<file path="src/rtl/mem_ctrl.sv">
// Single-port memory access controller: one request at a time, IDLE -> ACCESS -> (LATCH) -> DONE.
// Define MEM_CTRL_WAIT_EN to insert WAIT extra cycles (state WAITS) before DONE.
module mem_ctrl #(
    parameter int WIDTH     = 8,
    parameter int ADDR_SIZE = 10,
    parameter int WAIT      = 2
) (
    input  logic                 clk,
    input  logic                 reset,
    input  logic                 req,
    input  logic                 we,
    input  logic [ADDR_SIZE-1:0] addr,
    input  logic [WIDTH-1:0]     wdata,
    output logic                 ack,
    output logic [WIDTH-1:0]     rdata,
    output logic                 busy,
    output logic                 mem_cs,
    output logic                 mem_wen,
    output logic [ADDR_SIZE-1:0] mem_ra,
    output logic [WIDTH-1:0]     mem_din,
    input  logic [WIDTH-1:0]     mem_dout,
    output logic [2:0]           o_dbg_state
);

    if (WAIT < 0 || WAIT > 15) begin : g_bad_wait
        $error("mem_ctrl: WAIT must be within 0..15");
    end

    typedef enum logic [2:0] {
        IDLE   = 3'd0,
        ACCESS = 3'd1,
        LATCH  = 3'd2,
`ifdef MEM_CTRL_WAIT_EN
        WAITS  = 3'd4,
`endif
        DONE   = 3'd3
    } state_t;

    state_t                 r_state;
    state_t                 w_next;
    logic                   r_we;
    logic [ADDR_SIZE-1:0]   r_addr;
    logic [WIDTH-1:0]       r_wdata;
    logic [WIDTH-1:0]       r_rdata;
    state_t                 w_after_data;

`ifdef MEM_CTRL_WAIT_EN
    localparam logic [3:0] WAIT_LOAD = 4'(WAIT);
    logic [3:0] r_wcnt;

    // Counter reloads outside WAITS so it holds WAIT on entry and expires at 1.
    always_ff @(posedge clk) begin
        if (!reset) begin
            r_wcnt <= 4'd0;
        end else if (r_state == WAITS) begin
            r_wcnt <= r_wcnt - 4'd1;
        end else begin
            r_wcnt <= WAIT_LOAD;
        end
    end

    assign w_after_data = (WAIT_LOAD != 4'd0) ? WAITS : DONE;
`else
    assign w_after_data = DONE;
`endif

    always_ff @(posedge clk) begin
        if (!reset) begin
            r_state <= IDLE;
            r_we    <= 1'b0;
            r_addr  <= '0;
            r_wdata <= '0;
            r_rdata <= '0;
        end else begin
            r_state <= w_next;
            if (r_state == IDLE && req) begin
                r_we    <= we;
                r_addr  <= addr;
                r_wdata <= wdata;
            end
            if (r_state == LATCH) begin
                r_rdata <= mem_dout;
            end
        end
    end

    always_comb begin
        w_next = IDLE;
        case (r_state)
            IDLE:   w_next = req ? ACCESS : IDLE;
            ACCESS: w_next = r_we ? w_after_data : LATCH;
            LATCH:  w_next = w_after_data;
`ifdef MEM_CTRL_WAIT_EN
            WAITS:  w_next = (r_wcnt <= 4'd1) ? DONE : WAITS;
`endif
            DONE:   w_next = IDLE;
            default: w_next = IDLE;
        endcase
    end

    // Strobes are gated by reset so an access in flight never touches memory.
    always_comb begin
        mem_cs      = (r_state == ACCESS) && reset;
        mem_wen     = mem_cs && r_we;
        mem_ra      = r_addr;
        mem_din     = r_wdata;
        ack         = (r_state == DONE) && reset;
        busy        = (r_state != IDLE);
        rdata       = r_rdata;
        o_dbg_state = r_state;
    end

endmodule

</file>
<file path="config.mk">
export PLATFORM = sky130hd
export DESIGN_NAME = mem_ctrl
export DESIGN_NICKNAME = d
export VERILOG_FILES = /design/src/rtl/mem_ctrl.sv
export SDC_FILE = /design/constraint.sdc
export NUM_CORES = 1
export LEC_CHECK = 0
export ABC_AREA = 1
export BUFFER_PORTS_ARGS = -buffer_cell sky130_fd_sc_hd__buf_2
export CAP_MARGIN = 20
export CORE_ASPECT_RATIO = 0.6
export CORE_UTILIZATION = 44
export DETAILED_ROUTE_END_ITERATION = 10
export PLACE_DENSITY = 0.78
export SYNTH_ARGS = -nofsm -noshare
export SYNTH_HDL_FRONTEND = slang
export SYNTH_SLANG_ARGS = --single-unit
</file>
<file path="constraint.sdc">
create_clock -name clk -period 1.4 [get_ports clk]
set_input_delay 0.14 -clock clk [delete_from_list [all_inputs] [get_ports clk]]
set_output_delay 0.14 -clock clk [all_outputs]
set_load 0.1 [all_outputs]
</file>
======== Yosys cells after proc, flatten, opt, wreduce, memory -nomap -nowiden ========
Index checks and enable logic that the tools add are counted.
cells by class
  equal/unequal tests ..................... 3
  mux-type cells .......................... 3
  reductions and logical operators ........ 6
operators with widths
  cell                                                                   number
  3-bit by 2-bit equality test with 1-bit output, second input constant  2
  2-bit one-hot mux with 3 select lines                                  1
  1-bit logical AND                                                      4
  3-bit by 1-bit equality test with 1-bit output, second input constant  1
  3-bit zero test                                                        1
  3-bit nonzero test                                                     1
  1-bit 2-to-1 mux                                                       2
storage, ports and cells
  register bits after elaboration ......... 30
  output and inout bits ................... 33
  word-level logic and storage cells ...... 17

======== Logic depth before layout (Yosys ltp) ========
Gate-level depths: netlist of the first run.
  word-level depth ........................ 3
  mapped depth ............................ 7
  mapped depth without buffers ............ 6

======== Worst setup path after synthesis of the first run ========
Ideal clock, no wire load.
  kind .................................... reg2out
  start point ............................. register r_state[0] (netlist: o_dbg_state[0])
  end point ............................... output mem_wen
  arrival time ............................ 2.612 ns
  required time ........................... 1.260 ns
  slack ................................... -1.352 ns
  stages on the path, launching flop included .. 4
  path through ............................ dfxtp_1 -> ha_1 -> nand2_1 -> nor2_1
between the ends
  longest elaborated chain between the ends .. 3
RTL lines
  item                                            line  RTL
  start: declaration                              39    state_t r_state;
  start signal: assignment                        75    r_state <= w_next;
  3-bit by 1-bit equality test with 1-bit output  103   mem_cs = (r_state == ACCESS) && reset;
  1-bit logical AND                               103
  1-bit logical AND                               104   mem_wen = mem_cs && r_we;
  end: declaration                                18    output logic mem_wen,
Every way passes these cells.

======== Worst setup path in the final report of the first run ========
  start point ............................. register r_state[1] (netlist: o_dbg_state[1])
  end point ............................... output mem_wen
The elaborated chain is that of the path after synthesis.

==> reports/summary.txt, run 1 <==
Status: finished, final reports clean
P_leak: 1.02 nW
Top Ports: 63
Clock Tree Root: clkbuf_8
Combinational power share: 54.6%
Fmax: 0.736 GHz
Initial antenna violation count: 0
DR iter-0 viols: 31
Final setup vio count: 0
WL/cell: 9.74 µm
Nets: 278
Die span in y: 43.0 µm
Post-Synth XOR/XNOR Area: 0%
First-pass GRT wire length: 4220 µm
Mapped Cells: 180
Final wirelength: 2690 µm
# port buffers: 61
Reg power frac: 28.1%
Final max-slew violation count: 0
Worst Clk Skew: 0.00591 ns
Max clock buf depth: 2
Cell Int Power: 1.82 mW
Syn_area_per_cell: 6.83 µm²
DPL Wire Length: 1910 µm
CORE AREA: 2570 µm²
Final worst-path cycle share: 97.0%
GRT Total Usage: 18.5%
Worst Path Arrival: 1.22 ns
Clk_lat worst skew: 0.27 ns
Vias in the first global route: 978
Clock power share: 17.3%
DRC: 0
CTS tree: yes
Commonest non-fill, non-tap cell in the layout: buf_2
Max_cap viols: 0
Die W: 70.3 µm
VDD IR max: 1.41 mV
CP max FO: 5
Placer Congestion: 0.702
H-tree Lvls: 2
Sequential area share after synthesis: 47.2%
Final total power: 3.91 mW
CP endpoint kind: primary output
Mux share of post-synthesis cell area: 0%
Net Sw Power: 2.09 mW
Setup CP Type: reg2out
Worst path required time: 1.26 ns
Via Count: 1,180
Rows: 14
Die ar.: 3020 µm²
Placed Cells: 268
RSZ-0062 raised after global routing: yes
Inserted Diodes: 0
PD cells: 2200 nW/µm²
Number of unique standard cell types used by synthesis: 14
Via density: 4.28
Worst Hold Path Cells: 3
Initial cell density of the core: 47.8%
Fillers: 228
Adder-Cell Fraction of Synth Area: 5.09%
Simple-Gate Fraction of Synth Area: 31.1%
Final hold vios: 0
Routed Antenna Nets: 0
FF+latch count, synth: 29
Main combinational cell family by area after synthesis: simple AND/OR/NAND/NOR gates
Total number of yosys warnings: 0
Worst-path clk slew: 0.06 ns
Startpoint types: register
Post-Syn Nets: 215
Clock Sinks: 29
Layout cell share with drive strength beyond 1: 34.4%
Worst r2r src: o_dbg_state[0]
CTS Buf Count: 5
FF-to-FF setup slack: 0.16 ns
Sw frac: 53.5%
DR pass1 iterations: 4
Area grow syn2layout: 44.5%
Crit path to: mem_wen
R2R cell count: 6
Mapped cell area: 1230 µm²
Post-synthesis compound-gate area fraction: 3.26%
FF-to-FF End: o_dbg_state[0]
Post-layout minimum cycle time: 1.36 ns
Setup crit start: o_dbg_state[1]
GRT overflow: 0
Commonest cells after routing, fill and taps aside: buf_2, nor2_1, nand2_1
HP Class: in2reg
Non-Filler Instances: 276
Pin count of the biggest net entering global routing: 24
## cell usage after synthesis
cell	instances	area (µm²)
buf_2	4	20.0
buf_4	1	7.51
buf_6	2	22.5
clkbuf_2	1	5.00
conb_1	1	3.75
dfxtp_1	29	581
ha_1	5	62.6
inv_1	27	101
inv_2	1	3.75
nand2_1	43	161
nand2_2	1	6.26
nand3_1	1	5.00
nor2_1	56	210
o21ai_0	8	40.0
## timing repair
action                     in CTS  in global routing
setup endpoints to repair       1                  3
pin swaps                       0                  2
setup buffers                   0                  0
hold buffers                    0                  0
resized for setup               1                  4
## per-stage QoR
stage               setup TNS [ns]  hold WS [ns]  worst slack, ns  util [%]  cell area (µm²)
floorplan                  -0.0798         0.275          -0.0290         -             1280
global placement                 0         0.363            0.182      64.6             1660
detailed placement               0         0.368            0.134      64.6             1660
CTS                              0        0.0863           0.0121      68.2             1760
global route              -0.00756         0.100         -0.00375      69.0             1780
finish                           0        0.0904           0.0421      69.0             1780
## worst max-delay path, cell delays in order (launching register included)
cell	delay [ns]
dfxtp_4	0.36
inv_4	0.08
ha_4	0.16
nand2_4	0.06
nor2_4	0.10
buf_12	0.18
## sequential cells by signal (all words and copies together) (netlist names)
register,count
mem_din,8
o_dbg_state,2
r_we,1
rdata,8
mem_ra,10
## power groups by stage
stage          combinational (mW)  clock (mW)  sequential [mW]
2_1_floorplan               0.612           0             2.24
3_3_place_gp                 2.08           0             1.10
3_5_place_dp                 2.10           0             1.11
4_1_cts                      2.11       0.693             1.10
5_1_grt                      2.24       0.743             1.12
6_report                     2.13       0.678             1.10
## how the worst min path moves through the flow
stage                      startpoint         end  slack (ns)
after floorplan              wdata[0]  mem_din[0]        0.27
after global placement        addr[0]   mem_ra[0]        0.36
after detailed placement  mem_dout[5]    rdata[5]        0.37
after CTS                     addr[8]   mem_ra[8]        0.09
after global routing         wdata[4]  mem_din[4]        0.10
final                        wdata[1]  mem_din[1]        0.09
## cell families after synthesis
kind of cell / after synthesis
adders and majority gates: 5
other: 1
and+or+nand+nor: 101
buffers and inverters: 36
DFF: 29
AOI/OAI and AO/OA: 8
## per-layer routing
layer,up-vias,global-route usage (%),wire (µm)
li1,642,-,-
met1,488,25.0,1370
met2,46,27.2,1110
met3,4,6.41,186
met4,0,7.20,22
met5,-,0,0
## area by class of cell
class / count / area (µm²) / share of cell area [%]
inverters: 28 / 119 / 6.69
multi-input cells: 115 / 539 / 30.4
well taps: 32 / 40.0 / 2.25
clock buffers: 8 / 90.1 / 5.07
repair buffers: 64 / 400 / 22.5
flip-flops and latches: 29 / 588 / 33.1
No activity file was read; power rests on OpenSTA's default activity.
==> run 2: changes to the inputs <==
Settings changed: ABC_AREA 1 to 0, CORE_UTILIZATION 44 to 46, PLACE_DENSITY 0.78 to 0.79.
==> run 2 against run 1 <==
Combinational power is 23% lower. Critical path type unchanged. Power is 15% lower. Sequential share of layout area is 2.0 points lower.
==> reports/summary.txt, run 2 <==
Clock Tree Root: clkbuf_8
Post-synth ARST share: 0%
Syn_area_per_cell: 10.6 µm²
HP Class: in2reg
Inserted Diodes: 0
Share of the synthesized area in the top cell type: 42.3%
RSZ-0062 raised after global routing: no
CP endpoint kind: primary output
Rows: 14
GRT overflow: 0
CTS Buf Count: 5
Mapped cell area: 1370 µm²
Mapped Cells: 130
Clk_lat worst skew: 0.27 ns
VDD IR max: 1.29 mV
Placer Congestion: 0.648
WL/cell: 13.7 µm
Worst Hold Path Cells: 3
Final worst-path cycle share: 96.0%
H-tree Lvls: 2
Max clock buf depth: 2
Max_cap viols: 0
R2R cell count: 5
DR pass1 iterations: 4
DRC: 0
P_leak: 0.901 nW
Worst Path Arrival: 1.20 ns
DPL Wire Length: 2070 µm
FF+latch count, synth: 29
Fin worst setup slack: 0.0563 ns
Post-synth top area cell: dfxtp_1
GRT Total Usage: 21.2%
Util after Layout: 71.1%
Commonest cells after routing, fill and taps aside: buf_2, dfxtp_1, and3_1, o21a_1, a21boi_2
Setup TNS: 0 ns
Final total power: 3.32 mW
Total number of yosys warnings: 0
Nets: 225
CTS tree: yes
Layout cell share with drive strength beyond 1: 50.0%
Final max-slew violation count: 0
Die W: 72.6 µm
Die span in y: 44.3 µm
CP max FO: 5
Via density: 5.07
Pre-CTS setup slack: 0.00488 ns
Clock Sinks: 29
Pin count of the biggest net entering global routing: 40
CORE AREA: 2660 µm²
Initial antenna violation count: 0
Fillers: 212
Startpoint types: register
Post-synth EDFFs: 0
Worst Clk Skew: 0.00320 ns
Routed Antenna Nets: 0
Met2 Use GR: 39.4%
Number of flip-flops in the largest register: 10
Via Count: 1,167
Status: finished, final reports clean
Area grow syn2layout: 37.7%
First-pass GRT wire length: 5060 µm
Final wirelength: 3150 µm
Final hold vios: 0
Worst path required time: 1.26 ns
Die ar.: 3220 µm²
Met3 Use GR: 6.15%
Non-Filler Instances: 230
Fmax: 0.744 GHz
Placed Cells: 220
Top Ports: 63
Synth Flop Type: dfxtp_1
DR iter-0 viols: 33
Initial cell density of the core: 51.6%
Vias in the first global route: 1,169
Post-layout minimum cycle time: 1.34 ns
Met1 usage: 23.7%
Ranking of synthesized cells by area: dfxtp_1, o21a_1, and3_1, a21boi_2, mux2i_1
Most frequent cell after synthesis: dfxtp_1
Number of unique standard cell types used by synthesis: 20
Commonest non-fill, non-tap cell in the layout: buf_2
Sequential area share after synthesis: 42.3%
Post-Syn Nets: 165
Top Usage Layer GRT: met2
Setup CP Type: reg2out
PD cells: 1760 nW/µm²
Post-synth top cells: dfxtp_1, and3_1, o21a_1, a21boi_2, a21boi_0
Final setup vio count: 0
Worst-path clk slew: 0.06 ns
# port buffers: 61
run 2: final timing paths:
path,slack (ns),start,to
min,0.14,mem_dout[7],rdata[7]
min reg2reg,0.52,rdata[3],rdata[3]
max reg2reg,0.09,o_dbg_state[0],mem_ra[9]
max,0.06,o_dbg_state[1],mem_wen
run 2: what timing repair did:
action                                  CTS  global route
endpoints found under the setup margin    2             9
gates resized for setup                   4             1
cloned                                    0             0
buffers inserted                          2             1
pin swaps                                 1             1
hold buffers                              0             0
run 2: kinds of logic (layout without fill, tap and decap cells):
logic type | count (synthesis) | count (layout) | synth area share (%)
AOI/OAI and AO/OA | 39 | 39 | 24.6
and+or+nand+nor | 32 | 32 | 15.0
DFF | 29 | 29 | 42.3
buffers and inverters | 16 | 76 | 7.47
muxes | 8 | 8 | 5.83
adders and majority gates | 5 | 5 | 4.55
other | 1 | 1 | 0.273
run 2: final cells by class:
type                            count  area [µm²]  share of cell area, %
Sequential cell                    29         588                   31.1
Inverter                            3        20.0                   1.06
Clock buffer                        7        86.3                   4.56
Timing Repair Buffer               66         420                   22.2
Tap cell                           40        50.0                   2.65
Multi-Input combinational cell     85         727                   38.4
run 2: metal layers:
layer  vias to the layer above  share of wire (%)
li1                        565                  -
met2                        31                 51
met4                         0               0.51
met1                       569                 44
met3                         2                3.9
met5                         -                  0
run 2: where the power goes:
| group | total, mW | internal (mW) | switching [mW] |
|---|---|---|---|
| registers | 1.00 | 0.934 | 0.0675 |
| clock network | 0.681 | 0.389 | 0.292 |
| logic | 1.64 | 0.433 | 1.21 |
run 2: through the flow:
stage / hold WS (ns) / area, µm²
after floorplan: 0.296 / 1410
after global routing: 0.131 / 1890
final: 0.136 / 1890
after CTS: 0.135 / 1880
after global placement: 0.395 / 1760
after detailed placement: 0.414 / 1760
run 2: critical path, stage by stage (launching register included):
cell and delay, ns:
dfxtp_4 0.37, inv_4 0.07, ha_4 0.14, and3_4 0.19, buf_12 0.17
==> run 3: changes to the inputs <==
Settings changed: MAX_ROUTING_LAYER set to met4.
==> run 3 against run 2 <==
Critical path depth unchanged. Wire length up 0.25%. Die area is the same. Highest routed layer unchanged.
==> reports/summary.txt, run 3 (synthesis results as in run 2) <==
Status: finished, final reports clean
Placer Congestion: 0.654
CP max stage cell: dfxtp_4
First-pass GRT wire length: 5060 µm
P_leak: 0.901 nW
# port buffers: 61
DRC: 0
M1 wire length: 1400 µm
Final hold vios: 0
Post-layout minimum cycle time: 1.34 ns
CP Cell Sequence: inv_4 > ha_4 > and3_4 > buf_12
Commonest cells after routing, fill and taps aside: buf_2, dfxtp_1, and3_1, o21a_1, a21boi_2
Clock power share: 20.5%
Worst Clk Skew: 0.00370 ns
Max clock buf depth: 2
Clock Tree Root: clkbuf_8
Rows: 14
Final wirelength: 3160 µm
Die span in y: 44.3 µm
Die ar.: 3220 µm²
PD cells: 1760 nW/µm²
CP max stage delay: 0.37 ns
Util after Layout: 71.1%
Via density: 5.05
Net Sw Power: 1.57 mW
Setup CP Type: reg2out
Top Metal Used: met4
Final max-slew violation count: 0
Final total power: 3.32 mW
Worst Path Arrival: 1.20 ns
CTS Buf Count: 5
DR iter-0 viols: 45
Initial cell density of the core: 51.6%
Setup TNS: 0 ns
Clock Sinks: 29
WL/cell: 13.7 µm
CP max FO: 5
Post-Layout Inst Area: 1890 µm²
GRT Total Usage: 21.9%
Via Count: 1,162
Final worst-path cycle share: 95.9%
Combinational power share: 49.3%
Area grow syn2layout: 37.7%
Layout cell share with drive strength beyond 1: 50.0%
Dpl cell area: 1760 µm²
Sw frac: 47.2%
Hold WS: 0.136 ns
Pre-CTS setup slack: 0.00488 ns
CORE AREA: 2660 µm²
GRT overflow: 0
Die W: 72.6 µm
Nets: 225
Vias in the first global route: 1,166
Inserted Diodes: 0
DR pass1 iterations: 4
Metal3 WL: 122 µm
Commonest non-fill, non-tap cell in the layout: buf_2
Startpoint types: register
Placed Cells: 220
Clk_lat worst skew: 0.27 ns
Fillers: 212
Worst-path clk slew: 0.06 ns
Top Ports: 63
RSZ-0062 raised after global routing: no
Initial antenna violation count: 0
VDD IR max: 1.29 mV
Non-Filler Instances: 230
Cts hold-fix bufs: 0
HP Class: in2reg
Max_cap viols: 0
Pin count of the biggest net entering global routing: 40
H-tree Lvls: 2
Worst path required time: 1.26 ns
Final setup vio count: 0
CP endpoint kind: primary output
Routed Antenna Nets: 0
Fmax: 0.744 GHz
Reg power frac: 30.1%
Cell Int Power: 1.76 mW
CTS tree: yes
DPL Wire Length: 2070 µm
Number of flip-flops in the largest register: 10
DR WL met2: 1620 µm
Fin worst setup slack: 0.0568 ns
run 3: cell counts in the layout (fill, tap and decap cells not counted):
No cell type changed its count.
run 3: final cells by class:
| class | count | area (µm²) | area share, % |
|---|---|---|---|
| Sequential cell | 29 | 588 | 31.1 |
| Clock buffer | 7 | 86.3 | 4.56 |
| Inverter | 3 | 20.0 | 1.06 |
| Multi-Input combinational cell | 85 | 727 | 38.4 |
| Timing Repair Buffer | 66 | 420 | 22.2 |
| Tap cell | 40 | 50.0 | 2.65 |
run 3: final timing paths:
path	depth (start not counted)	start	to	slack [ns]
worst max-delay path	4	o_dbg_state[1]	mem_wen	0.06
worst min-delay path	3	mem_dout[7]	rdata[7]	0.14
worst max register to register	5	o_dbg_state[0]	mem_ra[9]	0.08
worst min register to register	2	rdata[3]	rdata[3]	0.52
run 3: worst max-delay path: cells and delay by family (launching register included):
kind	cells	cell delay, ns
adders and majority gates	1	0.14
buffers and inverters	2	0.24
DFF	1	0.37
and+or+nand+nor	1	0.19
run 3: metal layers:
layer	GRT usage (%)	up-vias
li1	-	564
met1	23.8	565
met2	39.3	31
met3	6.15	2
met4	7.06	0
met5	-	-
run 3: what timing repair did:
action	CTS	global route
pin swaps	1	1
setup endpoints to repair	2	9
buffers inserted	2	1
resized for setup	4	1
run 3: power groups by stage:
stage	logic (mW)	clock network (mW)	registers [mW]
finish	1.64	0.683	1.00
global route	1.71	0.746	1.02
CTS	1.63	0.695	1.00
detailed placement	1.56	0	1.01
global placement	1.52	0	1.00
floorplan	0.618	0	1.71
